### src/rtl/types_pkg.sv
// Shared types for the input conditioner: debounce FSM states, run-time
// parameters and the cleaned-level bundle read by the calibration scenario FSM.
package types_pkg;

    typedef enum logic [1:0] {
        STABLE_LOW  = 2'd0,
        RISE_CHECK  = 2'd1,
        STABLE_HIGH = 2'd2,
        FALL_CHECK  = 2'd3
    } debounce_state_t;

    typedef struct packed {
        logic [15:0] DEBOUNCE_LEN;
    } parameters_t;

    typedef struct packed {
        logic start;
        logic fg_opto;
    } input_signals_t;

    localparam logic [15:0] GLITCH_MAX = 16'hFFFF;

    // A zero length would accept on the first sample; treat it as one.
    function automatic logic [15:0] effective_len(input logic [15:0] len);
        return (len == 16'd0) ? 16'd1 : len;
    endfunction

endpackage

### src/rtl/input_conditioner_if.sv
// Signal bundle between the input conditioner and its environment.
// Level/pulse semantics only: no valid/ready handshake, every output is valid each cycle.
interface input_conditioner_if;
    import types_pkg::*;

    logic           start_raw;
    logic           fg_opto_raw;
    parameters_t    par;
    logic           clear_counts;
    input_signals_t out;
    logic           start_rise;
    logic           fg_rise;
    logic [31:0]    fg_count;
    logic [15:0]    glitch_count;

    modport master (
        output start_raw, fg_opto_raw, par, clear_counts,
        input  out, start_rise, fg_rise, fg_count, glitch_count
    );

    modport slave (
        input  start_raw, fg_opto_raw, par, clear_counts,
        output out, start_rise, fg_rise, fg_count, glitch_count
    );

endinterface

### src/rtl/input_debounce.sv
// One debounced channel: 2-flop synchronizer followed by a four-state
// debounce FSM whose clean/rise/glitch outputs are decoded from state and s2.
module input_debounce
    import types_pkg::*;
(
    input  logic        clock,
    input  logic        reset,
    input  logic        raw,
    input  logic [15:0] len,
    output logic        clean,
    output logic        rise,
    output logic        glitch
);

    logic            s1;
    logic            s2;
    debounce_state_t state;
    debounce_state_t state_d;
    logic [15:0]     hold_cnt;
    logic [15:0]     hold_cnt_d;
    logic [15:0]     n_eff;

    assign n_eff = effective_len(len);

    always_ff @(posedge clock or negedge reset) begin
        if (!reset) begin
            s1 <= 1'b0;
            s2 <= 1'b0;
        end else begin
            s1 <= raw;
            s2 <= s1;
        end
    end

    always_ff @(posedge clock or negedge reset) begin
        if (!reset) begin
            state    <= STABLE_LOW;
            hold_cnt <= 16'd0;
        end else begin
            state    <= state_d;
            hold_cnt <= hold_cnt_d;
        end
    end

    // Outputs are decoded in the deciding cycle, so the accepted level and the
    // rise pulse appear together, one cycle ahead of the registered state.
    always_comb begin
        state_d    = state;
        hold_cnt_d = hold_cnt;
        clean      = 1'b0;
        rise       = 1'b0;
        glitch     = 1'b0;
        case (state)
            STABLE_LOW: begin
                if (s2) begin
                    state_d    = RISE_CHECK;
                    hold_cnt_d = 16'd1;
                end
            end
            RISE_CHECK: begin
                if (!s2) begin
                    state_d    = STABLE_LOW;
                    hold_cnt_d = 16'd0;
                    glitch     = 1'b1;
                end else if (hold_cnt >= n_eff) begin
                    state_d    = STABLE_HIGH;
                    hold_cnt_d = 16'd0;
                    clean      = 1'b1;
                    rise       = 1'b1;
                end else begin
                    hold_cnt_d = hold_cnt + 16'd1;
                end
            end
            STABLE_HIGH: begin
                clean = 1'b1;
                if (!s2) begin
                    state_d    = FALL_CHECK;
                    hold_cnt_d = 16'd1;
                end
            end
            FALL_CHECK: begin
                clean = 1'b1;
                if (s2) begin
                    state_d    = STABLE_HIGH;
                    hold_cnt_d = 16'd0;
                    glitch     = 1'b1;
                end else if (hold_cnt >= n_eff) begin
                    state_d    = STABLE_LOW;
                    hold_cnt_d = 16'd0;
                    clean      = 1'b0;
                end else begin
                    hold_cnt_d = hold_cnt + 16'd1;
                end
            end
            default: begin
                state_d    = STABLE_LOW;
                hold_cnt_d = 16'd0;
            end
        endcase
    end

endmodule

### src/rtl/input_conditioner.sv
// Conditions the front-panel start line and the frame-grabber opto line, and
// keeps the accepted-edge and rejected-pulse counters.
module input_conditioner
    import types_pkg::*;
(
    input  logic                 clock,
    input  logic                 reset,
    input_conditioner_if.slave   bus
);

    logic        start_clean;
    logic        start_glitch;
    logic        fg_clean;
    logic        fg_glitch;
    logic [31:0] fg_count_q;
    logic [15:0] glitch_count_q;
    logic [1:0]  glitch_events;
    logic [16:0] glitch_sum;
    logic [15:0] glitch_next;

    input_debounce u_start (
        .clock  (clock),
        .reset  (reset),
        .raw    (bus.start_raw),
        .len    (bus.par.DEBOUNCE_LEN),
        .clean  (start_clean),
        .rise   (bus.start_rise),
        .glitch (start_glitch)
    );

    input_debounce u_fg (
        .clock  (clock),
        .reset  (reset),
        .raw    (bus.fg_opto_raw),
        .len    (bus.par.DEBOUNCE_LEN),
        .clean  (fg_clean),
        .rise   (bus.fg_rise),
        .glitch (fg_glitch)
    );

    // Both channels may reject a pulse in the same cycle; the extra carry bit
    // catches an add of two that crosses the saturation point.
    assign glitch_events = {1'b0, start_glitch} + {1'b0, fg_glitch};
    assign glitch_sum    = {1'b0, glitch_count_q} + {15'd0, glitch_events};
    assign glitch_next   = glitch_sum[16] ? GLITCH_MAX : glitch_sum[15:0];

    always_ff @(posedge clock or negedge reset) begin
        if (!reset) begin
            fg_count_q     <= 32'd0;
            glitch_count_q <= 16'd0;
        end else if (bus.clear_counts) begin
            fg_count_q     <= 32'd0;
            glitch_count_q <= 16'd0;
        end else begin
            fg_count_q     <= fg_count_q + {31'd0, bus.fg_rise};
            glitch_count_q <= glitch_next;
        end
    end

    assign bus.out          = '{start: start_clean, fg_opto: fg_clean};
    assign bus.fg_count     = fg_count_q;
    assign bus.glitch_count = glitch_count_q;

endmodule

### src/flat_wrapper.sv
// flat-port wrapper written by rule: the top's interface ports become plain ports
module input_conditioner_flat import types_pkg::*;
  (clock, reset, bus_start_raw, bus_fg_opto_raw, bus_par, bus_clear_counts, bus_out, bus_start_rise, bus_fg_rise, bus_fg_count, bus_glitch_count);
  input_conditioner_if bus_i ();
  input  logic clock;
  input  logic reset;
  input wire logic [$bits(bus_i.start_raw)-1:0] bus_start_raw;
  input wire logic [$bits(bus_i.fg_opto_raw)-1:0] bus_fg_opto_raw;
  input wire logic [$bits(bus_i.par)-1:0] bus_par;
  input wire logic [$bits(bus_i.clear_counts)-1:0] bus_clear_counts;
  output wire logic [$bits(bus_i.out)-1:0] bus_out;
  output wire logic [$bits(bus_i.start_rise)-1:0] bus_start_rise;
  output wire logic [$bits(bus_i.fg_rise)-1:0] bus_fg_rise;
  output wire logic [$bits(bus_i.fg_count)-1:0] bus_fg_count;
  output wire logic [$bits(bus_i.glitch_count)-1:0] bus_glitch_count;
  assign bus_i.start_raw = bus_start_raw;
  assign bus_i.fg_opto_raw = bus_fg_opto_raw;
  assign bus_i.par = bus_par;
  assign bus_i.clear_counts = bus_clear_counts;
  assign bus_out = bus_i.out;
  assign bus_start_rise = bus_i.start_rise;
  assign bus_fg_rise = bus_i.fg_rise;
  assign bus_fg_count = bus_i.fg_count;
  assign bus_glitch_count = bus_i.glitch_count;
  input_conditioner u_core (.clock(clock), .reset(reset), .bus(bus_i));
endmodule
### config.mk
export PLATFORM = sky130hd
export DESIGN_NAME = input_conditioner_flat
export DESIGN_NICKNAME = d
export VERILOG_FILES = /design/src/rtl/types_pkg.sv /design/src/rtl/input_conditioner_if.sv /design/src/rtl/input_debounce.sv /design/src/rtl/input_conditioner.sv /design/src/flat_wrapper.sv
export SDC_FILE = /design/constraint.sdc
export NUM_CORES = 1
export LEC_CHECK = 0
export BUFFER_PORTS_ARGS = -buffer_cell sky130_fd_sc_hd__buf_2
export CAP_MARGIN = 40
export CORE_ASPECT_RATIO = 1.5
export CORE_MARGIN = 1.5
export CORE_UTILIZATION = 49
export DETAILED_ROUTE_END_ITERATION = 12
export GPL_ROUTABILITY_DRIVEN = 1
export HOLD_SLACK_MARGIN = 0.02
export PLACE_DENSITY = 0.68
export SKIP_CTS_REPAIR_TIMING = 1
export SLEW_MARGIN = 20
export SYNTH_ARGS = -nofsm -noshare
export SYNTH_HDL_FRONTEND = slang
export SYNTH_SLANG_ARGS = --single-unit
### constraint.sdc
create_clock -name clock -period 6.2 [get_ports clock]
set_input_delay 1.86 -clock clock [delete_from_list [all_inputs] [get_ports clock]]
set_output_delay 1.86 -clock clock [all_outputs]
set_load 0.05 [all_outputs]
-- After elaboration in Yosys (flattened, before gate mapping)
Index checks and enable logic that the tools add are counted.
- register bits: 88
- bits of input ports: 21
- output and inout bits: 52
- word-level logic and storage cells: 86
- $add $sub $neg: 5
- magnitude comparators: 2
- equal/unequal tests: 14
- multiplexer cells: 48
- reductions and logical operators: 7
- operators by type and width (cell ; count):
    2-to-1 mux 16 bit ; 13
    one-hot mux 16 bit (4 select lines) ; 2
    adder 16 x 1 -> 16 bit (second input constant) ; 2
    adder 32 x 1 -> 32 bit ; 1
    >= comparator 16 bit ; 2
    2-to-1 mux 32 bit ; 1
    2-to-1 mux 2 bit ; 12
    adder 16 x 2 -> 17 bit ; 1
    zero test 16 bit ; 1
    one-hot mux 2 bit (4 select lines) ; 2
    2-to-1 mux 1 bit ; 14
    != test 3 bit (second input constant) ; 4
    equality test 2 bit (second input constant) ; 4
    != test 2 bit (second input constant) ; 4
    AND reduction 4 bit ; 2
    one-hot mux 1 bit (3 select lines) ; 2
    equality test 2 x 1 -> 1 bit (second input constant) ; 2
    zero test 2 bit ; 2
    one-hot mux 1 bit (2 select lines) ; 2
    AND reduction 2 bit ; 2
    adder 1 x 1 -> 2 bit ; 1

-- Logic depth before layout (Yosys ltp)
- word-level depth: 8
- mapped depth: 16
- mapped depth without buffers: 15

-- By module
From an unflattened synthesis, not the netlist that was laid out.
- cells, all modules: 601
- area total of the unflattened synthesis: 5536.6 µm²
- modules (own cells, without submodules) (module ; times used ; cells an instance ; area an instance (µm²)):
    input_conditioner ; 1 ; 260 ; 2509.9
    input_debounce (u_core.u_fg) ; 1 ; 168 ; 1522.7
    input_debounce (u_core.u_start) ; 1 ; 173 ; 1503.9

-- Least setup slack after synthesis
No wires, ideal clock.
- path type: input to output
- from: input bus_par[15]
- to: output bus_start_rise
- arrival: 4.353 ns
- required time: 4.340 ns
- path slack: -0.013 ns
- stages on the path: 8
- cells stage by stage: inv_1 -> ha_1 -> nand4_1 -> a2111oi_0 -> o21ai_0 -> o21ai_2 -> nand2_1 -> nor3b_1
- longest elaborated chain between the ends: 6
- ends and longest elaborated chain (element ; RTL line ; RTL):
    start: declaration ; flat_wrapper.sv:9 ; input wire logic [$bits(bus_i.par)-1:0] bus_par;
    zero test 16 bit ; types_pkg.sv:25 ; return (len == 16'd0) ? 16'd1 : len;
    2-to-1 mux 16 bit * ; types_pkg.sv:25 ;
    >= comparator 16 bit * ; input_debounce.sv:65 ; end else if (hold_cnt >= n_eff) begin
    2-to-1 mux 1 bit * ; input_debounce.sv:65 ;
    2-to-1 mux 1 bit * ; input_debounce.sv:61 ; if (!s2) begin
    2-to-1 mux 1 bit * ; input_debounce.sv:53 ; case (state)
    end: declaration ; flat_wrapper.sv:12 ; output wire logic [$bits(bus_i.start_rise)-1:0] bus_start_rise;
Mark *: on every way between the ends. The rest lies on a longest branch, timed or not.

-- Final worst setup path
- from: input bus_par[6]
- to: output bus_out[0]
- longest elaborated chain between the ends: 6
- elaborated cells on any way between the ends: 8
- those cells by class: order compare: 1; mux: 6; reduce/logical: 1
- ends and longest elaborated chain (element ; RTL line ; RTL):
    zero test 16 bit ; types_pkg.sv:25 ;
    2-to-1 mux 16 bit * ; types_pkg.sv:25 ;
    >= comparator 16 bit * ; input_debounce.sv:65, input_debounce.sv:87 ;
    2-to-1 mux 1 bit, on equally long branches ; input_debounce.sv:87, input_debounce.sv:65 ;
    2-to-1 mux 1 bit, on equally long branches ; input_debounce.sv:83, input_debounce.sv:61 ;
    one-hot mux 1 bit (3 select lines) * ; input_debounce.sv:53 ;
    end: declaration ; flat_wrapper.sv:11 ; output wire logic [$bits(bus_i.out)-1:0] bus_out;
Marks and branches as above.

==> out/metrics.csv <==
metric,value,unit
status,"complete, no violations",
synth_edf_count,0,
dr.pass1.iters,4,
p_leak,3.16,nW
core,10500,sq um
htree_levels,3,
whs,0.348,ns
placed_cells,748,
critPathLaunch,bus_par[6],
cts_buffers,9,
hold_depth,0,
pin_count,73,
clock_path_buffers,2,
ys.flop_type,dfrtp_1,
grt_max_degree,59,
vias_per_cell,5.60,
yosysUniqueCellTypes,57,
synthCells,548,
layout_min_cycle_time,6.06,ns
reg2reg_depth,13,
ant_nets,0,
reg2reg_slack,2.46,ns
syn_to_final_growth,16.4,%
cp-end-kind,primary output,
worstSetupPathType,input pin to primary output,
hold_viol,0,
wl,11700,um
drc_errors,0,
clock_skew,0.00782,ns
max_cap_violations,0,
syn-cell-area,5220,sq um
critPathCapture,bus_out[0],
power,1.25,mW
r2r-start,u_core.u_fg.hold_cnt[13],
final_common_cell,dfrtp_1,
drt_iter0_markers,192,
timing.rr.end,u_core.bus.fg_count[31],
n_antenna_cell,0,
synth_top_cell_by_area,dfrtp_1,
die_x,87.3,um
period_share,0.978,
synth_top_area_share,0.422,
report.final.slew_viol_count,0,
fin_nets,676,
dieArea,11300,sq um
synth_fp_nets,607,
cts.sinks,88,
fmax,165,MHz
crit_path_start_kind,input pin,
die_y,129,um
gp_congestion,0.846,
clkLatencyLatePin,0.34,ns
fin_util,0.580,
synthTopCellsByArea,"dfrtp_1, ha_1, xor2_1, nor2_1, nand2_1",
yosysSeqAreaShare,0.422,
start_util,0.499,
dp_hpwl,8610,um
num_rows,46,
critPathSlowestCell,a2111oi_1,
min_path_type,flop to flop,
worst_pin_slew,0.763,ns
ys_seq_elements,88,
final_cells,766,
avgRoutedWirePerCell,15.3,um
async_flop_share,1.00,
rsz0062_at_grt,false,
maxSlewHeadroom,0.490,
io_buffers,72,
vias,4288,
path_max_fanout,5,
cts-root-buf,clkbuf_16,
required,4.34,ns
critPathMaxStageDelay,0.35,ns
grt_first_pass_wirelength,20300,um
final_cell_mix,"dfrtp_1, buf_2, nor2_1, nand2_1, ha_1",
ir_worst_vdd,0.000173,V
cts_tree,built,
grt_usage,0.227,
syn_area_per_cell,9.53,sq um
cts.reportedPaths.clkPinSlew,0.06,ns
antenna_found_initial,0,
grt.overflow.total,0,
crit_chain,"buf_2, nor4_2, a41o_1, ha_1, nand2b_1, a2111oi_1, nand4b_1, and4b_1, nor2b_2, mux2_2, buf_4",
tns,0,ns
p_per_area,206,nW/um^2
yosysWarnings,0,
first_global_vias,4401,
setup_violations,0,
arrival,4.20,ns
drive_above_1_share,0.188,
[worst min path at each step]
stage | startpoint | endpoint
final | u_core.u_fg.s1 | u_core.u_fg.s2
after global routing | u_core.u_start.s1 | u_core.u_start.s2
after CTS | u_core.u_fg.s1 | u_core.u_fg.s2
after detailed placement | u_core.u_fg.s1 | u_core.u_fg.s2
after global placement | u_core.u_fg.s1 | u_core.u_fg.s2
after floorplan | u_core.u_fg.s1 | u_core.u_fg.s2
[power breakdown]
group / total, mW / internal (mW) / switching, mW / leakage [nW]
Combinational: 0.0989 / 0.0357 / 0.0633 / 1.80
Sequential: 0.592 / 0.582 / 0.0103 / 1.21
Clock: 0.559 / 0.325 / 0.234 / 0.149
Total: 1.25 / 0.943 / 0.308 / 3.16
[critical path, delay by kind of cell]
kind	cells	cell delay, ns
fa+ha+maj	1	0.23
mux	1	0.28
compound gates	2	0.59
simple gates	5	0.94
buf+inv	2	0.30
[area by class of cell]
| class | count | area [sq um] |
|---|---|---|
| Clock buffer | 10 | 239 |
| Clock inverter | 6 | 65.1 |
| Fill cell | 957 | 4400 |
| Inverter | 29 | 109 |
| Multi-Input combinational cell | 411 | 2850 |
| Sequential cell | 88 | 2200 |
| Tap cell | 144 | 180 |
| Timing Repair Buffer | 78 | 434 |
[layer usage]
metal	global-route usage	part of all wire	wire length (um)
met3	0.0446	0.040	471
met5	0	0	0
met1	0.273	0.43	5000
met4	0.0766	0.019	219
met2	0.402	0.51	6030
[flip-flops by register name, summed over array words and instances (netlist names), named ones only]
| name | count |
|---|---|
| u_core.u_fg.s1 | 1 |
| u_core.u_fg.state | 1 |
| u_core.u_start.state | 1 |
| u_core.u_start.s2 | 1 |
| u_core.u_start.hold_cnt | 16 |
| u_core.bus.glitch_count | 16 |
| u_core.u_start.s1 | 1 |
| u_core.u_fg.hold_cnt | 16 |
| u_core.u_fg.s2 | 1 |
| u_core.bus.fg_count | 32 |
[stage by stage]
step	setup WS [ns]	area, sq um
floorplan	0.373	5230
global placement	0.155	5700
detailed placement	0.0842	5720
CTS	0.0798	6020
global route	0.00670	6080
finish	0.138	6080
[kinds of logic (layout without fill, tap and decap cells)]
group | after synthesis | after routing | share of synthesized area
simple gates | 222 | 222 | 0.234
compound gates | 104 | 104 | 0.132
flops | 88 | 88 | 0.422
buf+inv | 49 | 123 | 0.0379
xor+xnor | 42 | 42 | 0.0704
fa+ha+maj | 38 | 38 | 0.0925
mux | 5 | 5 | 0.0115
[Yosys cell counts, types with 5 or more instances]
| library cell | number |
|---|---|
| o21ai_0 | 18 |
| nor2_1 | 44 |
| nor4_1 | 14 |
| ha_1 | 37 |
| nand4_1 | 12 |
| dfrtp_1 | 88 |
| nor2b_1 | 6 |
| and2_1 | 5 |
| nor3b_1 | 12 |
| a211oi_1 | 6 |
| xnor2_1 | 14 |
| nand2_1 | 40 |
| a22o_1 | 5 |
| xor2_1 | 28 |
| o31ai_1 | 9 |
| a21oi_1 | 26 |
| and3_1 | 18 |
| a21o_1 | 19 |
| clkbuf_1 | 11 |
| inv_1 | 29 |
| nand3_1 | 25 |
| nor3_1 | 15 |
No activity file was read; power rests on OpenSTA's default activity.
